File: src/rtl/fetch_stage_pkg.sv
`default_nettype none
// ============================================================================
// Module      : fetch_stage_pkg
// Description : Shared constants, FSM encodings and buffer entry type for the
//               instruction-fetch stage.
// Revision    : 1.0 - initial release
// ============================================================================
package fetch_stage_pkg;

    localparam logic [31:0] DEF_RESET_PC  = 32'h1c00_0000;
    localparam logic [5:0]  ECODE_ADEF    = 6'h08;
    localparam logic [8:0]  ESUBCODE_ADEF = 9'h000;

    localparam int          ST_W    = 2;
    localparam logic [1:0]  ST_REQ  = 2'd0;
    localparam logic [1:0]  ST_WAIT = 2'd1;
    localparam logic [1:0]  ST_ERR  = 2'd2;

    typedef struct packed {
        logic [31:0] pc;
        logic [31:0] inst;
        logic        has_exc;
        logic [5:0]  ecode;
        logic [8:0]  esubcode;
    } fetch_entry_t;

    // Exception commit outranks ertn, which outranks a branch from ID.
    function automatic logic [31:0] sel_redirect(
        input logic        ex_flush,
        input logic [31:0] ex_entry,
        input logic        ertn_flush,
        input logic [31:0] ertn_entry,
        input logic [31:0] br_target
    );
        if (ex_flush)
            return ex_entry;
        else if (ertn_flush)
            return ertn_entry;
        else
            return br_target;
    endfunction

endpackage
`default_nettype wire

File: src/rtl/fetch_buf.sv
`default_nettype none
// ============================================================================
// Module      : fetch_buf
// Description : One-entry output buffer between fetch and decode.
// Revision    : 1.0 - initial release
// ============================================================================
module fetch_buf
    import fetch_stage_pkg::*;
(
    input  logic         clk,
    input  logic         reset,
    input  logic         load_i,
    input  logic         clear_i,
    input  logic         ready_i,
    input  fetch_entry_t entry_i,
    output logic         valid_o,
    output fetch_entry_t entry_o
);

    logic         valid_q, valid_d;
    fetch_entry_t entry_q, entry_d;

    // Clear wins over load; the producer only loads when the slot is free.
    always_comb begin
        valid_d = valid_q;
        entry_d = entry_q;
        if (clear_i) begin
            valid_d = 1'b0;
        end else if (load_i) begin
            valid_d = 1'b1;
            entry_d = entry_i;
        end else if (valid_q && ready_i) begin
            valid_d = 1'b0;
        end
    end

    always_ff @(posedge clk) begin
        if (reset) begin
            valid_q <= 1'b0;
            entry_q <= '0;
        end else begin
            valid_q <= valid_d;
            entry_q <= entry_d;
        end
    end

    assign valid_o = valid_q;
    assign entry_o = entry_q;

endmodule
`default_nettype wire

File: src/rtl/fetch_stage.sv
`default_nettype none
// ============================================================================
// Module      : fetch_stage
// Description : Instruction fetch over a req/addr_ok/data_ok memory port with
//               redirect handling, in-flight cancellation and ADEF detection.
// Revision    : 1.0 - initial release
// ============================================================================
module fetch_stage
    import fetch_stage_pkg::*;
#(
    parameter logic [31:0] RESET_PC = DEF_RESET_PC
) (
    input  logic        clk,
    input  logic        reset,
    output logic        inst_sram_req,
    output logic [31:0] inst_sram_addr,
    input  logic        inst_sram_addr_ok,
    input  logic        inst_sram_data_ok,
    input  logic [31:0] inst_sram_rdata,
    input  logic        ex_flush,
    input  logic [31:0] ex_entry,
    input  logic        ertn_flush,
    input  logic [31:0] ertn_entry,
    input  logic        br_taken,
    input  logic [31:0] br_target,
    output logic        out_valid,
    input  logic        out_ready,
    output logic [31:0] pc_out,
    output logic [31:0] inst_out,
    output logic        has_exception_out,
    output logic [5:0]  ecode_out,
    output logic [8:0]  esubcode_out
);

    logic [ST_W-1:0] state_q, state_d;
    logic [31:0]     fetch_pc_q, fetch_pc_d;
    logic            discard_q, discard_d;

    logic            redirect;
    logic [31:0]     redirect_pc;
    logic            pc_aligned;
    logic            has_space;
    logic            accepted;
    logic            buf_valid;
    logic            buf_load;
    fetch_entry_t    buf_in;
    fetch_entry_t    buf_out;

    assign redirect    = ex_flush | ertn_flush | br_taken;
    assign redirect_pc = sel_redirect(ex_flush, ex_entry, ertn_flush, ertn_entry, br_target);
    assign pc_aligned  = (fetch_pc_q[1:0] == 2'b00);
    assign has_space   = !buf_valid || out_ready;
    assign accepted    = inst_sram_req && inst_sram_addr_ok;

    always_ff @(posedge clk) begin
        if (reset) begin
            state_q    <= ST_REQ;
            fetch_pc_q <= RESET_PC;
            discard_q  <= 1'b0;
        end else begin
            state_q    <= state_d;
            fetch_pc_q <= fetch_pc_d;
            discard_q  <= discard_d;
        end
    end

    always_comb begin
        state_d    = state_q;
        fetch_pc_d = fetch_pc_q;
        discard_d  = discard_q;
        case (state_q)
            ST_REQ: begin
                if (accepted) begin
                    fetch_pc_d = fetch_pc_q + 32'd4;
                    state_d    = ST_WAIT;
                end else if (has_space && !pc_aligned) begin
                    state_d = ST_ERR;
                end
            end
            ST_WAIT: begin
                if (inst_sram_data_ok) begin
                    discard_d = 1'b0;
                    state_d   = ST_REQ;
                end
            end
            ST_ERR:  state_d = ST_ERR;
            default: state_d = ST_REQ;
        endcase

        // A request still in flight after the redirect must have its data dropped.
        if (redirect) begin
            fetch_pc_d = redirect_pc;
            case (state_q)
                ST_REQ: begin
                    discard_d = accepted;
                    state_d   = accepted ? ST_WAIT : ST_REQ;
                end
                ST_WAIT: begin
                    discard_d = !inst_sram_data_ok;
                    state_d   = inst_sram_data_ok ? ST_REQ : ST_WAIT;
                end
                default: begin
                    discard_d = 1'b0;
                    state_d   = ST_REQ;
                end
            endcase
        end
    end

    always_comb begin
        inst_sram_req = 1'b0;
        buf_load      = 1'b0;
        buf_in        = '0;
        case (state_q)
            ST_REQ: begin
                if (has_space && !reset) begin
                    if (pc_aligned) begin
                        inst_sram_req = 1'b1;
                    end else begin
                        buf_load        = 1'b1;
                        buf_in.pc       = fetch_pc_q;
                        buf_in.has_exc  = 1'b1;
                        buf_in.ecode    = ECODE_ADEF;
                        buf_in.esubcode = ESUBCODE_ADEF;
                    end
                end
            end
            ST_WAIT: begin
                if (inst_sram_data_ok && !discard_q) begin
                    buf_load    = 1'b1;
                    buf_in.pc   = fetch_pc_q - 32'd4;
                    buf_in.inst = inst_sram_rdata;
                end
            end
            default: ;
        endcase
        if (redirect)
            buf_load = 1'b0;
        inst_sram_addr = inst_sram_req ? fetch_pc_q : 32'h0;
    end

    fetch_buf u_buf (
        .clk     (clk),
        .reset   (reset),
        .load_i  (buf_load),
        .clear_i (redirect),
        .ready_i (out_ready),
        .entry_i (buf_in),
        .valid_o (buf_valid),
        .entry_o (buf_out)
    );

    assign out_valid         = buf_valid;
    assign pc_out            = buf_out.pc;
    assign inst_out          = buf_out.inst;
    assign has_exception_out = buf_out.has_exc;
    assign ecode_out         = buf_out.ecode;
    assign esubcode_out      = buf_out.esubcode;

endmodule
`default_nettype wire

File: config.mk
export PLATFORM = sky130hd
export DESIGN_NAME = fetch_stage
export DESIGN_NICKNAME = d
export VERILOG_FILES = /design/src/rtl/fetch_stage_pkg.sv /design/src/rtl/fetch_buf.sv /design/src/rtl/fetch_stage.sv
export SDC_FILE = /design/constraint.sdc
export NUM_CORES = 1
export LEC_CHECK = 0
export CORE_MARGIN = 8
export CORE_UTILIZATION = 45
export CTS_BUF_LIST = sky130_fd_sc_hd__clkbuf_8
export CTS_CLUSTER_DIAMETER = 60
export DETAILED_ROUTE_END_ITERATION = 10
export PLACE_DENSITY_LB_ADDON = 0.12
export SETUP_SLACK_MARGIN = 0.15
export SLEW_MARGIN = 10
export SYNTH_ARGS = -nofsm -noshare
export SYNTH_HDL_FRONTEND = slang
export SYNTH_SLANG_ARGS = --single-unit
File: constraint.sdc
create_clock -name clk -period 2.55 [get_ports clk]
set_input_delay 0.255 -clock clk [delete_from_list [all_inputs] [get_ports clk]]
set_output_delay 0.255 -clock clk [all_outputs]
set_load 0.01 [all_outputs]
==> results.cfg, run 1 <==
[power_and_ir_drop]
p_per_area_nw_per_um2 = 412
clock_power_share = 0.272
pwr-share-seq = 0.478
finalPower_mw = 3.62
combPwrFrac = 0.251
leakagePower_nw = 3.13
p_int_mw = 2.46
switchingPower_mw = 1.16
peakVddDrop_v = 0.000238
switching_share = 0.320

[setup_path]
path_max_fanout = 19
reg2reg_depth = 5
timing.rr.start = fetch_pc_q[9]
arrival_ps = 2070
critPathCapture = inst_sram_addr[21]
start_kind = register
worstPathRequired_ps = 2300
startpoint = state_q[1]
critical_path_class = reg2out
r2r_slack_ps = 390
end_kind = output pin
reg2reg_to = u_buf.entry_o[65]

[route]
drc = 0
detailroute.via_count = 6844
drtIter0Drc = 720
first_pass_iters = 5
postRouteAntennaNets = 0
wirelength_um = 22300
wl_per_cell_um = 19.4
vias_per_cell = 5.95

[synth]
ys_seq_area_frac = 0.330
ys.flop_type = dfxtp_1
synthCells = 767
synth-edff-count = 0
ys_async_sr_fraction = 0
netlist_area_um2 = 6130
yosys_warnings = 0
syn_area_per_cell_um2 = 8.00
synth_cell_type_count = 80
ys_ff_latch = 101

[cts]
htree_levels = 3
hold_buffers = 0
clock_path_buffers = 2
cts_inserted_buffers = 9
clkLatencyLatePin_ps = 390
cts_root_buffer = clkbuf_8
cts.sinks = 101
path_clk_slew_ps = 100
cts_tree = done

[placed_design]
place_hpwl_um = 17300
placed_cell_area_um2 = 8550
place_inst = 1134
io_buffer_count = 233
place.gp.congestion = 0.855

[global_routing]
grt_pass1_wl_um = 35700
grt_overflow = 0
grt_usage = 0.243
grt_max_degree = 41
grt_pass1_vias = 6861
antenna_found_initial = 0

[die]
die_w_um = 133
core_area_um2 = 13300
row_count = 42
start_util = 0.461
dieArea_um2 = 17600
die_h_um = 133
ios = 250

[timing]
hold_viol = 0
tightestPinTransition_ps = 815
fin_crit_sh = 0.912
clock-skew-final_ps = 13.3
slew_headroom = 0.456
finalSetupTns_ps = 0
fmax_mhz = 430
slew_viol_final = 0
rsz0062_at_grt = no
post-route-min-period_ps = 2330
setup_viol = 0

[hold_path]
hold_path_class = in2reg

[layout]
fin_cells = 1151
layout.nets = 1108
design_area_um2 = 8790
drive_gt1_frac = 0.102
area_growth_pct = 43.3
layout.core_utilization = 0.661
num_antenna_cells = 0

[run_status]
run_status = finished, final reports clean

[job]
drv_cap = 0
[flip-flops by register name, indices dropped and copies added (netlist names)]
name,count
fetch_pc_q,32
u_buf.valid_o,1
u_buf.entry_o,65
discard_q,1
state_q,2
[power groups by stage]
stage          clock, mW  combinational [mW]  sequential, mW
5_1_grt             1.08               0.981            1.74
6_report           0.985               0.908            1.73
2_1_floorplan          0               0.511            1.71
3_3_place_gp           0               0.868            1.76
4_1_cts             1.00               0.890            1.73
3_5_place_dp           0               0.884            1.76
[cells by family after synthesis]
| group | count (synthesis) | synth area share |
|---|---|---|
| other | 1 | 0.000611 |
| xor gates and xnor gates | 7 | 0.00999 |
| muxes | 5 | 0.00836 |
| and+or+nand+nor | 291 | 0.273 |
| DFF | 101 | 0.330 |
| buffers and inverters | 110 | 0.0912 |
| adders and majority gates | 2 | 0.00408 |
| AOI/OAI and AO/OA | 250 | 0.283 |
[cell usage after synthesis (5+ instances only)]
cell | instances | area [um2]
dfxtp_1 | 101 | 2020
nor2_1 | 58 | 218
o21ai_0 | 52 | 260
nand2_1 | 49 | 184
clkbuf_1 | 45 | 169
a21oi_1 | 39 | 195
nor3_1 | 35 | 175
a22o_1 | 32 | 280
and2_1 | 32 | 200
buf_4 | 24 | 180
a22oi_1 | 22 | 165
a211oi_1 | 21 | 158
buf_2 | 21 | 105
nand4_1 | 19 | 119
nand3_1 | 16 | 80.1
inv_1 | 15 | 56.3
nor4_1 | 13 | 81.3
a31oi_1 | 12 | 75.1
and3_1 | 11 | 68.8
a311oi_1 | 9 | 78.8
a221oi_1 | 6 | 52.6
nor4_2 | 6 | 75.1
o21a_1 | 6 | 45.0
o221ai_1 | 6 | 52.6
o22ai_1 | 6 | 37.5
or4_1 | 6 | 45.0
and4_1 | 5 | 43.8
o211ai_1 | 5 | 37.5
o21ai_1 | 5 | 25.0
o31ai_1 | 5 | 37.5
or3_1 | 5 | 31.3
[metal layers]
metal | share of wire | GRT usage | vias to the layer above
met5 | 0 | 0 | -
met4 | 0.017 | 0.0858 | 0
met3 | 0.095 | 0.0602 | 30
met2 | 0.46 | 0.402 | 388
met1 | 0.43 | 0.300 | 3176
li1 | - | - | 3250
[worst min-delay path by stage]
stage / cells after the start / end / start
2_1_floorplan: 1 / u_buf.entry_o[16] / inst_sram_rdata[0]
3_3_place_gp: 1 / u_buf.entry_o[21] / u_buf.entry_o[21]
3_5_place_dp: 2 / u_buf.entry_o[48] / u_buf.entry_o[48]
4_1_cts: 3 / u_buf.entry_o[62] / reset
5_1_grt: 3 / u_buf.entry_o[62] / reset
6_report: 3 / u_buf.entry_o[62] / reset
[critical path: stages (launching register included)]
cell	delay, ps
dfxtp_2	390
nor3_4	210
and3_4	230
buf_6	160
and2_1	170
clkdlybuf4s50_1	540
[through the flow]
stage | setup slack (ps) | hold WS, ps
6_report | 223 | 362
5_1_grt | 163 | 387
4_1_cts | 166 | 350
3_5_place_dp | -59.2 | 453
3_3_place_gp | 71.5 | 454
2_1_floorplan | 570 | 388
[layout by cell type (no fill, tap or decap), types with 16 or more instances in the layout]
cell type | synthesis | layout
a22oi_1 | 22 | 22
dfxtp_1 | 101 | 100
buf_4 | 24 | 36
nor2_1 | 58 | 57
and2_1 | 32 | 32
a211oi_1 | 21 | 21
nand4_1 | 19 | 19
clkdlybuf4s50_1 | 0 | 231
nor3_1 | 35 | 35
a21oi_1 | 39 | 39
nand3_1 | 16 | 16
conb_1 | 1 | 16
o21ai_0 | 52 | 52
a22o_1 | 32 | 32
nand2_1 | 49 | 49
[final cells by class]
| class | count | area [um2] |
|---|---|---|
| Fill cell | 1101 | 4500 |
| Tap cell | 176 | 220 |
| Sequential cell | 101 | 2020 |
| Timing Repair Buffer | 272 | 2640 |
| Clock inverter | 7 | 60.1 |
| Multi-Input combinational cell | 571 | 3670 |
| Inverter | 15 | 56.3 |
| Clock buffer | 9 | 124 |
[repair_timing]
item | CTS | global route
setup endpoints to repair | 31 | 30
setup buffers | 0 | 1
pin swaps | 1 | 2
resized for setup | 4 | 5
No activity file was read; power rests on OpenSTA's default activity.
==> inputs of run 2 (changes only) <==
--- a/config.mk
+++ b/config.mk
@@ -5,6 +5,7 @@
 export SDC_FILE = /design/constraint.sdc
 export NUM_CORES = 1
 export LEC_CHECK = 0
+export CORE_ASPECT_RATIO = 1.1
 export CORE_MARGIN = 8
 export CORE_UTILIZATION = 45
 export CTS_BUF_LIST = sky130_fd_sc_hd__clkbuf_8
@@ -16,3 +17,4 @@
 export SYNTH_ARGS = -nofsm -noshare
 export SYNTH_HDL_FRONTEND = slang
 export SYNTH_SLANG_ARGS = --single-unit
+export TNS_END_PERCENT = 20
==> constraint.sdc (replaced) <==
create_clock -name clk -period 2.55 [get_ports clk]
set_input_delay 0.255 -clock clk [delete_from_list [all_inputs] [get_ports clk]]
set_output_delay 0.255 -clock clk [all_outputs]
set_load 0.005 [all_outputs]
==> results.cfg, run 2 (synthesized netlist as in run 1, its figures left out) <==
[die]
core_area_um2 = 13300
die_h_um = 138
die_w_um = 127
row_count = 44
ios = 250
start_util = 0.462
dieArea_um2 = 17600

[global_routing]
grt-busiest-layer = met2
grt_pass1_vias = 6904
grt_max_degree = 59
grtUsageMet1 = 0.290
grt_pass1_wl_um = 35400
grt_usage = 0.243
grtUsageMet2 = 0.407
grt_use_met3 = 0.0685
grt_overflow = 0
antenna_found_initial = 0

[route]
first_pass_iters = 7
wl_per_cell_um = 19.5
drc = 0
vias_per_cell = 5.96
drtIter0Drc = 582
wirelength_um = 22600
postRouteAntennaNets = 0
detailroute.via_count = 6916

[power_and_ir_drop]
finalPower_mw = 3.57
p_int_mw = 2.48
switchingPower_mw = 1.09
pwr-share-seq = 0.486
combPwrFrac = 0.250
p_per_area_nw_per_um2 = 404
switching_share = 0.306
peakVddDrop_v = 0.000198
clock_power_share = 0.264
leakagePower_nw = 3.14

[layout]
final_common_cell = clkdlybuf4s50_1
layout_common_cells = clkdlybuf4s50_1, dfxtp_1, nor2_1
num_antenna_cells = 0
fin_cells = 1161
drive_gt1_frac = 0.100
area_growth_pct = 43.8
layout.nets = 1111
layout.core_utilization = 0.665
design_area_um2 = 8820
largest_reg_flops = 65

[setup_path]
cp_top_family = simple AND/OR/NAND/NOR gates
crit_chain = nor3_4 -> and3_4 -> buf_6 -> and2_1 -> clkdlybuf4s50_1
arrival_ps = 2080
cp_slowest_cell = clkdlybuf4s50_1
critical_path_class = reg2out
path_max_fanout = 16
worstPathRequired_ps = 2300
end_kind = output pin
path_buf_inv = 2
slowest_delay_ps = 510
start_kind = register

[cts]
clock_path_buffers = 2
path_clk_slew_ps = 100
hold_buffers = 0
cts_tree = done
cts_root_buffer = clkbuf_8
clkLatencyLatePin_ps = 360
cts_inserted_buffers = 9
cts.sinks = 101
htree_levels = 3

[timing]
hold_viol = 0
fin_crit_sh = 0.916
finalSetupTns_ps = 0
setup_ws_ps = 215
slew_viol_final = 0
setup_viol = 0
whs_ps = 423
clock-skew-final_ps = 11.5
post-route-min-period_ps = 2340
tightestPinTransition_ps = 726
slew_headroom = 0.515
fmax_mhz = 428
rsz0062_at_grt = no

[placed_design]
place_hpwl_um = 17400
pre_cts_slack_ps = 117
place_inst = 1141
place.gp.congestion = 0.873
placed_cell_area_um2 = 8580
io_buffer_count = 233

[hold_path]
hold_path_class = in2reg

[job]
drv_cap = 0

[run_status]
run_status = finished, final reports clean
## run 2: cell types whose count changed in the layout (fill, tap and decap cells not counted)
| cell | previous run | this run |
|---|---|---|
| nand4_2 | 2 | 3 |
| nand2b_1 | 3 | 4 |
| nor3b_1 | 3 | 4 |
| nand4_4 | 1 | 0 |
| nor4_1 | 12 | 13 |
| nand2b_2 | 2 | 1 |
| nor3b_2 | 1 | 0 |
| clkbuf_8 | 9 | 10 |
| buf_12 | 2 | 4 |
| nor4_2 | 6 | 5 |
| inv_8 | 2 | 0 |
| buf_6 | 1 | 2 |
## run 2: tightest hold or removal path, stage by stage
cell and delay (ps):
buf_2 190, buf_4 240, a211oi_1 60
## run 2: power groups by stage
stage                     clock network [mW]  logic [mW]  registers [mW]
after global routing                    1.03       0.961            1.74
after global placement                     0       0.848            1.77
after CTS                              0.958       0.865            1.73
after floorplan                            0       0.498            1.71
after detailed placement                   0       0.862            1.77
final                                  0.941       0.892            1.74
## run 2: repair_timing
action                     in CTS  in global routing
buffers inserted                0                  5
setup endpoints to repair      30                 32
resized for setup               2                  4
pin swaps                       0                  2
## run 2: path summary, 6_finish.rpt
path	from	endpoint	depth (start not counted)	slack, ps
worst max register to register	fetch_pc_q[15]	fetch_pc_q[27]	5	290
worst min-delay path	reset	u_buf.entry_o[64]	3	420
worst min register to register	u_buf.entry_o[30]	u_buf.entry_o[30]	1	480
worst max-delay path	state_q[1]	inst_sram_addr[11]	5	210
## run 2: final cells by class
cell class                 instances  area [um2]
fill                            1153        4440
multi-input combinational        571        3640
timing repair buffer             275        2700
sequential                       101        2020
tap                              184         230
clock buffer                      10         138
inverter                          15        56.3
clock inverter                     5        37.5
## run 2: metal layers
layer | routed length (um) | share of wire
met5 | 0 | 0
met4 | 631 | 0.028
met3 | 2580 | 0.11
met2 | 10400 | 0.46
met1 | 8990 | 0.40
==> inputs of run 3 (changes only) <==
--- a/config.mk
+++ b/config.mk
@@ -5,6 +5,7 @@
 export SDC_FILE = /design/constraint.sdc
 export NUM_CORES = 1
 export LEC_CHECK = 0
+export ABC_CLOCK_PERIOD_IN_PS = 2550
 export CORE_ASPECT_RATIO = 1.1
 export CORE_MARGIN = 8
 export CORE_UTILIZATION = 45
==> results of run 3 <==
No change in the layout: final DEF, timing and power equal those of run 2.
